### src/rtl/sobel_window_feeder.sv
// Raster pixel stream to 3x3 window feeder for the sobel core.
// Two line buffers plus a column shift register build each window.
`timescale 1ns/1ps
module sobel_window_feeder #(
  parameter int IMG_W   = 8,
  parameter int IMG_H   = 8,
  parameter int TIMEOUT = 255
) (
  input  logic       clk_i_s,
  input  logic       rst_n_i_s,
  input  logic [7:0] pix_i,
  input  logic       pix_valid_i,
  output logic       pix_ready_o,
  output logic [7:0] win_o_0,
  output logic [7:0] win_o_1,
  output logic [7:0] win_o_2,
  output logic [7:0] win_o_3,
  output logic [7:0] win_o_4,
  output logic [7:0] win_o_5,
  output logic [7:0] win_o_6,
  output logic [7:0] win_o_7,
  output logic [7:0] win_o_8,
  output logic       win_en_o,
  input  logic       done_i,
  input  logic [8:0] res_i,
  output logic [7:0] res_o,
  output logic       res_valid_o,
  output logic       frame_done_o,
  output logic       err_o
);

  localparam int CW = $clog2(IMG_W);
  localparam int RW = $clog2(IMG_H);
  localparam int WW = $clog2(TIMEOUT + 1);

  typedef enum logic {FILL, FIRE} state_t;

  state_t state, state_nx;

  logic [CW-1:0] col;
  logic [RW-1:0] row;
  logic [WW-1:0] wdog;
  logic [7:0]    lb0 [IMG_W];
  logic [7:0]    lb1 [IMG_W];
  // Each column is {top, mid, bottom}.
  logic [2:0][7:0] c0, c1, c2;
  logic          last;

  logic accept, col_end, row_end, qual, wd_end;
  logic fire_ok, fire_to;

  assign accept  = (state == FILL) & pix_valid_i & pix_ready_o;
  assign col_end = (col == CW'(IMG_W - 1));
  assign row_end = (row == RW'(IMG_H - 1));
  assign qual    = (row >= RW'(2)) && (col >= CW'(2));
  assign wd_end  = (wdog == WW'(TIMEOUT - 1));

  always_comb begin
    state_nx = state;
    fire_ok  = 1'b0;
    fire_to  = 1'b0;
    unique case (state)
      FILL: if (accept && qual) state_nx = FIRE;
      FIRE: begin
        if (done_i) begin
          fire_ok  = 1'b1;
          state_nx = FILL;
        end else if (wd_end) begin
          fire_to  = 1'b1;
          state_nx = FILL;
        end
      end
    endcase
  end

  always_ff @(posedge clk_i_s or negedge rst_n_i_s) begin
    if (!rst_n_i_s) state <= FILL;
    else            state <= state_nx;
  end

  always_ff @(posedge clk_i_s or negedge rst_n_i_s) begin
    if (!rst_n_i_s) begin
      row          <= '0;
      col          <= '0;
      wdog         <= '0;
      c0           <= '0;
      c1           <= '0;
      c2           <= '0;
      last         <= 1'b0;
      pix_ready_o  <= 1'b0;
      win_en_o     <= 1'b0;
      res_o        <= '0;
      res_valid_o  <= 1'b0;
      frame_done_o <= 1'b0;
      err_o        <= 1'b0;
    end else begin
      pix_ready_o  <= (state_nx == FILL);
      win_en_o     <= (state_nx == FIRE);
      res_valid_o  <= fire_ok;
      frame_done_o <= (fire_ok | fire_to) & last;
      if (fire_ok) res_o <= res_i[8] ? 8'hFF : res_i[7:0];
      if (fire_to) err_o <= 1'b1;
      if (state == FIRE) wdog <= wdog + 1'b1;
      else               wdog <= '0;
      if (accept) begin
        c0   <= c1;
        c1   <= c2;
        c2   <= {lb1[col], lb0[col], pix_i};
        last <= row_end & col_end;
        if (col_end) begin
          col <= '0;
          row <= row_end ? '0 : row + 1'b1;
        end else begin
          col <= col + 1'b1;
        end
      end
    end
  end

  // Line buffers hold pixel data only; never reset.
  always_ff @(posedge clk_i_s) begin
    if (accept) begin
      lb1[col] <= lb0[col];
      lb0[col] <= pix_i;
    end
  end

  assign win_o_0 = c0[2];
  assign win_o_1 = c1[2];
  assign win_o_2 = c2[2];
  assign win_o_3 = c0[1];
  assign win_o_4 = c1[1];
  assign win_o_5 = c2[1];
  assign win_o_6 = c0[0];
  assign win_o_7 = c1[0];
  assign win_o_8 = c2[0];

endmodule

### config.mk
export PLATFORM = sky130hd
export DESIGN_NAME = sobel_window_feeder
export DESIGN_NICKNAME = d
export VERILOG_FILES = /design/src/rtl/sobel_window_feeder.sv
export SDC_FILE = /design/constraint.sdc
export NUM_CORES = 1
export LEC_CHECK = 0
export ABC_AREA = 1
export CAP_MARGIN = 5
export CORE_MARGIN = 1
export CORE_UTILIZATION = 40
export CTS_BUF_LIST = sky130_fd_sc_hd__clkbuf_4 sky130_fd_sc_hd__clkbuf_8 sky130_fd_sc_hd__clkbuf_16
export DETAILED_ROUTE_END_ITERATION = 7
export GPL_ROUTABILITY_DRIVEN = 1
export GPL_TIMING_DRIVEN = 0
export HOLD_SLACK_MARGIN = 0.08
export SYNTH_ARGS = -nofsm -noshare
export SYNTH_HDL_FRONTEND = slang
export SYNTH_SLANG_ARGS = --single-unit
### constraint.sdc
create_clock -name clk_i_s -period 3.92 [get_ports clk_i_s]
set_input_delay 0.784 -clock clk_i_s [delete_from_list [all_inputs] [get_ports clk_i_s]]
set_output_delay 0.784 -clock clk_i_s [all_outputs]
set_load 0.05 [all_outputs]
; Yosys cells after proc, flatten, opt, wreduce, memory -nomap -nowiden
; Memory sizes are Yosys's and may differ from the RTL's. A register that Yosys moved wholly into a read port is not among the register bits.
; Cells that the tools add are included.
[totals]
register_bits = 92
latch_bits = 0
ramBits = 128
romBits = 0
inputBits = 21
output_inout_bits = 85
wordCells = 54
mem_count = 2
[memory_table]
columns = memory, words, width, rd, rd_clocked_by_memory_dff, wr, line
row1 = lb0, 8, 8, 1, 0, 1, 43  ; logic [7:0] lb0 [IMG_W];
row2 = lb1, 8, 8, 1, 1, 1, 44  ; logic [7:0] lb1 [IMG_W];
[op_classes]
addsub = 3
mul = 0
n_div = 0
order_cmp = 2
n_eq_ne = 3
shifts = 0
muxes = 15
bitwise = 7
n_reduce_logical = 4
[op_table]
columns = cell, count
row1 = 8-bit 2-to-1 mux, 2
row2 = 1-bit 2-to-1 mux, 10
row3 = "8-bit by 1-bit adder with 8-bit output, second input constant", 1
row4 = "8-bit equality test, second input constant", 1
row5 = "3-bit by 1-bit adder with 3-bit output, second input constant", 2
row6 = "3-bit equality test, second input constant", 2
row7 = "3-bit by 2-bit greater-or-equal comparator with 1-bit output, second input constant", 2
row8 = 3-bit 2-to-1 mux, 2
row9 = 1-bit AND, 4
row10 = 1-bit logical AND, 2
row11 = 1-bit inverter, 2
row12 = 1-bit one-hot mux with 2 select lines, 1
row13 = 2-bit AND reduction, 1
row14 = 1-bit zero test, 1
row15 = 1-bit bitwise OR, 1

; Depth between registers and ports, before layout
[depth]
word_depth = 7
ltp_mapped = 11

; Worst setup path before layout
; OpenSTA, ideal clock, no wires.
[synth_path]
path_type = reg2reg
start = register win_en_o (netlist name)
end = memory lb0[2][0], enable pin
arrival_time_ns = 2.824
required_ns = 3.490
slack_ns = 0.665
stages_incl_launch_ff = 6
path_buffers = 2
period_less_slack_ns = 3.255
path_cell_list = dfrtp_1 > inv_2 > nand3_1 > buf_2 > buf_2 > nor4_1
[synth_lines]
columns = element, line
row1 = end: declaration, 43

; Final worst setup path
[layout_path]
start = input port pix_valid_i
end = memory lb1[4][7], enable pin
[layout_via]
elab_chain_len = 4
[layout_lines]
columns = element, line
row1 = start: declaration, 12  ; input logic pix_valid_i,
row2 = 1-bit AND (2 in series), 52  ; assign accept = (state == FILL) & pix_valid_i & pix_ready_o;
row3 = 1-bit 2-to-1 mux, 122  ; if (accept) begin
row4 = 1-bit 2-to-1 mux (implied by the code), 123  ; lb1[col] <= lb0[col];
row5 = end: declaration, 44
; No other way between the ends.

==> summary.txt <==
Timing
  – F_max: about 350 MHz
  – Hold Slack: about 260 ps
  – Sum Neg Setup Slack: 0 ps
  – Final slew viol count: 0
  – RSZ-0062 raised after global routing: false
  – Final Cycle Share: slightly above 70%
  – Hold Fails Final Rpt: 0
  – Tmin final: between 2000 and 3000 ps
  – Skew final: between 10 and 15 ps
  – Finish-stage setup viols: 0
  – Worst slew pin tran: just under 1000 ps
  – Slew HR: between 30% and 40%

Route
  – Wirelength, routed: 22200 um
  – Routed vias: 6562
  – Via density: roughly 4.8
  – Routed length per placed instance: ~16 um
  – Final ANT Viol Nets: 0
  – 1st-iter DRT viols: between 400 and 500
  – DRT Pass-1 Iters: 5
  – Post-route DRC violation count: 0

Synthesis
  – Synth Area in Adders: roughly 1.1%
  – Mean Syn Cell Area: between 10 and 15 um2
  – Largest family of logic cells by synthesized area: simple AND/OR/NAND/NOR gates
  – Syn_nets: 940
  – Sequential share of the synthesized area: about 70%
  – #FFs+latches synth: approximately 230
  – Cells after Synth: between 900 and 1000
  – Synthesized area: about 9200 um2
  – Yosys warnings: 0
  – Post-synthesis mux area share: 0%
  – Synth Area in XOR/XNOR: 0.190%
  – Library cells used by synthesis: 25
  – Compound-gate portion of the synthesized area: around 1.4%
  – Synth Area in Simple Gates: roughly a quarter

Place
  – Port buffer count: about 100
  – RePlAce Congestion: between 0.8 and 0.9
  – Post-DP Area: ~11000 um2
  – Detailed Place HPWL: approximately 15000 um

Setup path
  – Flop-to-flop setup slack: ~1200 ps
  – RR Startpoint: win_en_o
  – WS Path Type: in -> reg
  – Worst path required time: approximately 4200 ps
  – Setup crit end: lb1[4][7]
  – Crit-path max cell delay: about 700 ps
  – Worst reg2reg path depth: 7
  – Critical Path Start: pix_valid_i
  – Critical path's slowest cell: nor4_2
  – Crit path DAT: approximately 3000 ps
  – Worst path cell trace: clkdlybuf4s50_1 > nand3_1 > buf_2 > buf_2 > nor4_2 > buf_4 > buf_4
  – Setup crit end kind: flop
  – Max FO, Critical Path: 10
  – FF-to-FF End: lb1[4][7]
  – Critical Path Start Type: input pin

Floorplanning
  – Die H: around 150 um
  – Row count: 55
  – Initial Util: roughly 41%
  – Top-Level Pins: roughly 110
  – Core Region: approximately 23000 um2
  – Die ar.: roughly 24000 um2
  – Die X: between 150 and 200 um

Clock network
  – Num CTS Buffers: 25
  – Post_cts resized: 0
  – Post-CTS Hold Buffers: 0
  – TritonCTS clock tree: done
  – CTS max path bufs: 3
  – Sinks on Clock Net: 228
  – Clk_lat worst skew: between 500 and 600 ps
  – Clock Pin Slew Worst Setup and Hold Paths: around 60 ps
  – H-tree depth: 1
  – Root Driver: clkbuf_16
  – Setup bufs post-CTS: 0

Final layout
  – Layout net count: 1085
  – Top flop regs: lb0 (64), lb1 (64)
  – Filler cells: 2037
  – Area grow syn2layout: 26.5%
  – Final Cell Area: between 10000 and 15000 um2
  – Layout cells sized above 1: 9.69%
  – Multi-input gate area: 2600 um2
  – Register area: approximately 6300 um2

Flow run
  – Max_cap viols: 0

Global routing
  – GR Layer Usage met2: between 30% and 40%
  – Largest net degree at the start of global routing: 60
  – Initial antenna violation count: 1
  – Met1 global-route usage: between 20 and 30%
  – Gr usage total: around a fifth
  – Vias in the first global route: between 6000 and 7000
  – Met3 usage in global routing: about 3.6%
  – Grt peak-use layer: met2
  – Global-route wire length before repair: about 35000 um
  – Total grt overflow: 0

Pwr
  – Pleak: ~5.2 nW
  – Pwr dens: about 950 nW/um2
  – Maximum vdd drop: around 390 uV

Worst hold path
  – Hold Crit Class: in -> async

Status
  – Status: completed
==> synthesized netlist by cell type <==
cell type / n / area (um2)
o221ai_1: 1 / 8.76
nand4_1: 16 / 100
buf_4: 9 / 67.6
nor4_2: 1 / 12.5
nor2_1: 26 / 97.6
edfxtp_1: 128 / 3840
nor2_4: 1 / 11.3
clkbuf_1: 12 / 45.0
a21oi_1: 4 / 20.0
nand3_1: 24 / 120
buf_1: 2 / 7.51
inv_2: 4 / 15.0
nand2_1: 504 / 1890
o21ai_0: 18 / 90.1
nor4_1: 5 / 31.3
and3_1: 2 / 12.5
ha_1: 8 / 100
or2_2: 1 / 6.26
o22ai_1: 1 / 6.26
inv_1: 12 / 45.0
buf_2: 24 / 120
buf_6: 1 / 11.3
dfrtp_1: 100 / 2500
xor2_1: 2 / 17.5
nor3_1: 5 / 25.0
==> layer usage <==
metal,vias to the layer above,wire (um)
li1,3262,-
met1,3062,10600
met2,207,9780
met3,31,1340
met4,0,508
met5,-,0
==> kinds of logic after synthesis <==
group / after synthesis
compound gates: 24
xor+xnor: 2
fa+ha+maj: 8
buf+inv: 64
flops: 228
simple gates: 585
==> cells in the final DEF (no fill, tap or decap), types with 2 or more instances in the layout <==
| cell | netlist | final |
|---|---|---|
| buf_6 | 1 | 5 |
| and3_1 | 2 | 2 |
| buf_4 | 9 | 19 |
| nor3_1 | 5 | 3 |
| clkbuf_4 | 0 | 4 |
| clkbuf_16 | 0 | 25 |
| clkbuf_8 | 0 | 3 |
| buf_1 | 2 | 2 |
| o21ai_0 | 18 | 18 |
| nor3_2 | 0 | 2 |
| nand3_1 | 24 | 24 |
| inv_2 | 4 | 4 |
| nor4_2 | 1 | 5 |
| nor2_1 | 26 | 26 |
| clkdlybuf4s50_1 | 0 | 103 |
| dfrtp_1 | 100 | 100 |
| nand2_1 | 504 | 504 |
| clkinv_1 | 0 | 3 |
| edfxtp_1 | 128 | 128 |
| clkinv_2 | 0 | 5 |
| bufinv_16 | 0 | 4 |
| ha_1 | 8 | 8 |
| buf_2 | 24 | 24 |
| nand4_1 | 16 | 16 |
| xor2_1 | 2 | 2 |
| a21oi_1 | 4 | 4 |
| clkbuf_1 | 12 | 12 |
| inv_1 | 12 | 12 |
==> where the power goes <==
| part | internal (mW) | switching, mW | total, mW |
|---|---|---|---|
| Sequential | 3.37 | 0.365 | 3.74 |
| Combinational | 1.42 | 3.54 | 4.96 |
| Clock | 1.51 | 0.908 | 2.42 |
| Total | 6.30 | 4.81 | 11.1 |
==> area by class of cell <==
class,count,share of cell area [%]
clock inverter,12,1.34
timing repair buffer,118,10.1
multi-input combinational,619,22.3
clock buffer,32,5.98
tap,285,3.06
buffer,48,2.16
sequential,228,54.5
inverter,16,0.516
antenna,1,0.0215
==> stage by stage <==
stage / power (mW) / setup WS, ps / std cells / utilization (%)
2_1_floorplan: 6.92 / 665 / 911 / -
3_5_place_dp: 8.74 / 538 / 1314 / 47.7
5_1_grt: 11.7 / 961 / 1359 / 51.5
4_1_cts: 11.2 / 1080 / 1358 / 51.4
6_report: 11.1 / 1070 / 1359 / 51.5
3_3_place_gp: 8.63 / -1810 / 1300 / 46.8
==> critical path, delay by kind of cell <==
family / cells / cell delay (ps)
and+or+nand+nor: 2 / 860
buffers and inverters: 5 / 1410
==> how the worst min path moves through the flow <==
stage | end | slack (ps) | depth (start not counted)
final | res_o[5] | 260 | 1
after floorplan | row[2] | 460 | 2
after global placement | err_o | 450 | 2
after CTS | res_o[5] | 270 | 1
after detailed placement | err_o | 450 | 2
after global routing | res_o[5] | 310 | 1
No activity file was read; power rests on OpenSTA's default activity.
